`config.mk`:
```
export PLATFORM = sky130hd
export DESIGN_NAME = mem_copy_dma
export DESIGN_NICKNAME = d
export VERILOG_FILES = /design/src/rtl/mem_copy_dma_pkg.sv /design/src/rtl/mem_copy_dma.sv
export SDC_FILE = /design/constraint.sdc
export NUM_CORES = 1
export LEC_CHECK = 0
export BUFFER_PORTS_ARGS = -buffer_cell sky130_fd_sc_hd__buf_2
export CELL_PAD_IN_SITES_DETAIL_PLACEMENT = 1
export CELL_PAD_IN_SITES_GLOBAL_PLACEMENT = 1
export CORE_ASPECT_RATIO = 0.9
export CORE_MARGIN = 4
export CORE_UTILIZATION = 40
export CTS_BUF_LIST = sky130_fd_sc_hd__clkbuf_8
export DETAILED_ROUTE_END_ITERATION = 10
export GPL_TIMING_DRIVEN = 0
export PLACE_DENSITY_LB_ADDON = 0.1
export SYNTH_ARGS = -nofsm -noshare
export SYNTH_HDL_FRONTEND = slang
export SYNTH_SLANG_ARGS = --single-unit
```
`constraint.sdc`:
```
create_clock -name i_clk -period 2.57 [get_ports i_clk]
set_input_delay 0.257 -clock i_clk [delete_from_list [all_inputs] [get_ports i_clk]]
set_output_delay 0.257 -clock i_clk [all_outputs]
set_load 0.005 [all_outputs]
```
`src/rtl/mem_copy_dma_pkg.sv`:
```
// mem_copy_dma_pkg: shared state encoding and default widths for the copy engine.
package mem_copy_dma_pkg;
    localparam int DEF_ADDR_W = 16;
    localparam int DEF_DATA_W = 16;
    typedef enum logic [1:0] {IDLE, RUN, DRAIN, DONE} state_t;
endpackage

```
`src/rtl/mem_copy_dma.sv`:
```
// mem_copy_dma: word-at-a-time memory copy with overlapped read/write pipeline.
module mem_copy_dma
    import mem_copy_dma_pkg::*;
#(
    parameter int ADDR_W = DEF_ADDR_W,
    parameter int DATA_W = DEF_DATA_W
) (
    input  logic              i_clk,
    input  logic              i_rst_n,
    input  logic              start,
    input  logic              abort,
    input  logic [ADDR_W-1:0] src_addr,
    input  logic [ADDR_W-1:0] dst_addr,
    input  logic [15:0]       length,
    output logic              busy,
    output logic              done,
    output logic [ADDR_W-1:0] read_addr,
    input  logic [DATA_W-1:0] read_data,
    output logic [ADDR_W-1:0] write_addr,
    output logic [DATA_W-1:0] write_data,
    output logic              write_strobe
);
    state_t            r_state;
    logic [15:0]       r_cnt;
    logic [ADDR_W-1:0] r_rd_addr;
    logic [ADDR_W-1:0] r_wr_next;
    logic [ADDR_W-1:0] r_wr_addr;
    logic              r_wr_en;

    always_ff @(posedge i_clk or negedge i_rst_n) begin
        if (!i_rst_n) begin
            r_state   <= IDLE;
            r_cnt     <= '0;
            r_rd_addr <= '0;
            r_wr_next <= '0;
            r_wr_addr <= '0;
            r_wr_en   <= 1'b0;
        end else begin
            case (r_state)
                IDLE: begin
                    if (start && length != 16'd0) begin
                        r_state   <= RUN;
                        r_cnt     <= length;
                        r_rd_addr <= src_addr;
                        r_wr_next <= dst_addr;
                    end else if (start) begin
                        r_state <= DONE;
                    end
                end
                RUN: begin
                    // each read issued here is written back on the following cycle
                    r_wr_en   <= 1'b1;
                    r_wr_addr <= r_wr_next;
                    r_wr_next <= r_wr_next + ADDR_W'(1);
                    r_cnt     <= r_cnt - 16'd1;
                    if (abort || r_cnt == 16'd1) begin
                        r_state   <= DRAIN;
                        r_rd_addr <= '0;
                    end else begin
                        r_rd_addr <= r_rd_addr + ADDR_W'(1);
                    end
                end
                DRAIN: begin
                    r_state   <= DONE;
                    r_wr_en   <= 1'b0;
                    r_wr_addr <= '0;
                    r_wr_next <= '0;
                    r_cnt     <= '0;
                end
                DONE:    r_state <= IDLE;
                default: r_state <= IDLE;
            endcase
        end
    end

    assign busy         = (r_state == RUN) || (r_state == DRAIN);
    assign done         = (r_state == DONE);
    assign read_addr    = r_rd_addr;
    assign write_addr   = r_wr_addr;
    assign write_strobe = r_wr_en;
    assign write_data   = r_wr_en ? read_data : '0;
endmodule

```
==> key figures <==
STA
  – Final Critical Period: 2.40 ns
  – RSZ-0062 raised after global routing: no
  – Fmax: 417 MHz
  – Max-slew violations: 0
  – Setup-failing EPs final: 0
  – Setup ws final: 0.172 ns
  – Final Hold Fails: 0
  – Tightest Pin Transition: 0.632 ns
  – Clk_skew: 0.0114 ns
  – Slew HR: 57.6%
  – Final period util: 93.3%
  – Setup tns final: 0 ns

Place
  – Gpl congestion: 0.867
  – DPL Wire Length: 10,900 um
  – Dpl ws: -0.165 ns
  – Placed cell area: 0.00486 mm2
  – Placed cells: 706
  – PortBufs: 118

Synth
  – Sequential area share after synthesis: 41.1%
  – Syn Inst Count: 461
  – Synth unique cells: 57
  – Yosys top cell area share: 41.1%
  – Syn Std Cell Area: 0.00408 mm2
  – Async S/R FF share, synth: 100%
  – Avg Cell Area, Syn: 8.85 um2
  – Ys Warns: 0
  – Top cells by area, synth: dfrtp_1, o21ai_0, a22o_1, a21oi_1, nor2_1
  – Post-synth top flop: dfrtp_1
  – EDFF count, synth: 0
  – Flops & latches, synth: 67
  – Mapped Nets: 538
  – Largest area contributor in the netlist: dfrtp_1

Die
  – Die W: 114 um
  – Core area: 0.00983 mm2
  – Die Ht: 104 um
  – Rows: 34
  – Die footprint: 0.0119 mm2
  – Boundary Pins: 119
  – Initial Util: 41.5%

Detailed routing
  – Vias: 4,374
  – Iter 0 DRT Violations: 372
  – Detail Route Antenna Nets: 0
  – Routed WL: 14,900 um
  – First-pass DRT Iterations: 5
  – Routed len/inst: 20.6 um
  – DRC viols: 0
  – Vias per inst: 6.06

Layout
  – FF/Latch Area: 0.00168 mm2
  – Final core utilization: 51.7%
  – Layout Cells excl Fill: 722
  – Area grow syn2layout: 24.5%
  – Final net count: 668
  – Most common cell after layout, fill and taps aside: buf_2
  – Commonest cells after routing, fill and taps aside: buf_2, dfrtp_1, o21ai_0, nor2_1
  – Layout cells sized above 1: 27.3%
  – Fill count: 1,210
  – Final instance area: 0.00508 mm2
  – Antenna cells: 0
  – Multi-input gate area: 0.00218 mm2

Worst setup path
  – Crit Path Class: flop to flop
  – CP max stage cell: clkbuf_1
  – CP endpoint kind: flop
  – WP data required: 2.84 ns
  – Crit-path max cell delay: 0.52 ns
  – Worst-path cell chain: inv_1 -> ha_1 -> inv_1 -> clkbuf_1 -> clkbuf_1 -> a32oi_1 -> o21ai_0
  – Crit path max fanout: 10
  – CP Data Arrival Time: 2.67 ns
  – R2R cell count: 7
  – Crit path launch type: flop

Clock network
  – CTS tree: built
  – Worst skew pair latency: 0.36 ns
  – CTS H-Tree Depth: 3
  – Clock buffer depth: 2
  – Root buffer cell: clkbuf_8
  – # clock sinks: 67
  – CTS buffer count: 9
  – Reg clk slew, reported paths: 0.08 ns

Pwr
  – Leakage: 2.41 nW
  – PwrDens: 1360 mW/mm2
  – Worst VDD drop: 0.00118 V

Flow run
  – Max_cap viols: 0

Hold path
  – Hold path cells: 3
  – Worst hold path type: input pin to flop

Global routing
  – Initial antenna violation count: 0
  – First-pass GRT wire length: 23,700 um
  – Vias in the first global route: 4,465
  – Grt ovf: 0
  – Largest net degree at the start of global routing: 54
  – GRT Util Overall: 24.8%

Status
  – Outcome: completed
[cells in the mapped netlist, types with 3 or more instances]
cell / number
mux2i_1: 3
nor3_1: 12
nand3_1: 15
ha_1: 9
o21ai_0: 50
nor2_1: 35
clkbuf_1: 22
a21bo_2: 5
buf_2: 4
inv_1: 26
a31oi_1: 5
a221oi_1: 3
nand4_1: 8
nand2b_1: 3
a22o_1: 28
a22oi_1: 4
nand2_1: 27
o2bb2ai_1: 7
a32oi_1: 11
dfrtp_1: 67
o21ai_1: 3
a21oi_1: 28
or4_1: 3
o41ai_1: 3
and3_1: 12
nor4_1: 7
and2_1: 20
o32ai_1: 6
[worst max-delay path: cells and delay by family, from the launching register on]
kind,cells,cell delay [ns]
AO/OA/AOI/OAI,2,0.31
adder cells (fa/ha/maj),1,0.41
buffers and inverters,4,1.21
flip-flops,1,0.38
[power by group]
part / leakage, nW / switching (mW) / internal (mW)
clock network: 0.0950 / 0.456 / 0.444
registers: 0.855 / 0.523 / 1.52
logic: 1.46 / 2.44 / 1.53
total: 2.41 / 3.42 / 3.50
[what timing repair did]
item	4_1_cts	5_1_grt
setup buffers	0	0
setup endpoints to repair	20	25
pin swaps	0	0
hold buffers	1	0
resized for setup	3	9
endpoints found under the hold margin	14	0
[sequential cells by signal (all words and copies together) (netlist names)]
| register | cells |
|---|---|
| write_strobe | 1 |
| r_cnt | 16 |
| read_addr | 16 |
| r_wr_next | 16 |
| r_state | 2 |
| write_addr | 16 |
[metal layers]
layer  part of all wire, %  routed length (um)  global-route usage [%]
met5                     0                   0                       0
met4                   1.2                 179                    6.45
met3                   7.7                1150                    6.24
met2                    47                7030                    39.2
met1                    44                6520                    33.7
[final cells by class]
class	count	share of cell area, %
plain buffers	30	2.81
clock buffers	9	2.44
clock inverters	7	1.36
inverters	26	1.92
multi-input cells	337	42.9
flip-flops and latches	67	33.0
well taps	126	3.10
repair buffers	120	12.4
[through the flow]
step | total power [mW] | hold slack, ns
after floorplan | 4.47 | -0.0386
after global placement | 5.79 | 0.470
after detailed placement | 5.97 | 0.149
after CTS | 6.89 | 0.155
after global routing | 7.48 | 0.178
final | 6.91 | 0.171
[logic make-up (layout without fill, tap and decap cells)]
logic type	Yosys count	in the layout	synth area share, %
muxes	5	5	1.56
and+or+nand+nor	151	151	19.1
adders and majority gates	9	9	2.76
DFF	67	67	41.1
buffers and inverters	57	192	5.80
AOI/OAI and AO/OA	172	172	29.7
[worst paths after layout]
path	start	endpoint	slack (ns)
min in group asynchronous	i_rst_n	read_addr[1]	0.32
worst max-delay path	r_state[0]	r_cnt[4]	0.17
max in group asynchronous	i_rst_n	r_cnt[7]	1.70
worst min register to register	write_addr[1]	write_addr[1]	0.49
worst min-delay path	dst_addr[13]	r_wr_next[13]	0.17
worst max register to register	r_state[0]	r_cnt[4]	0.17
No activity file was read; power rests on OpenSTA's default activity.
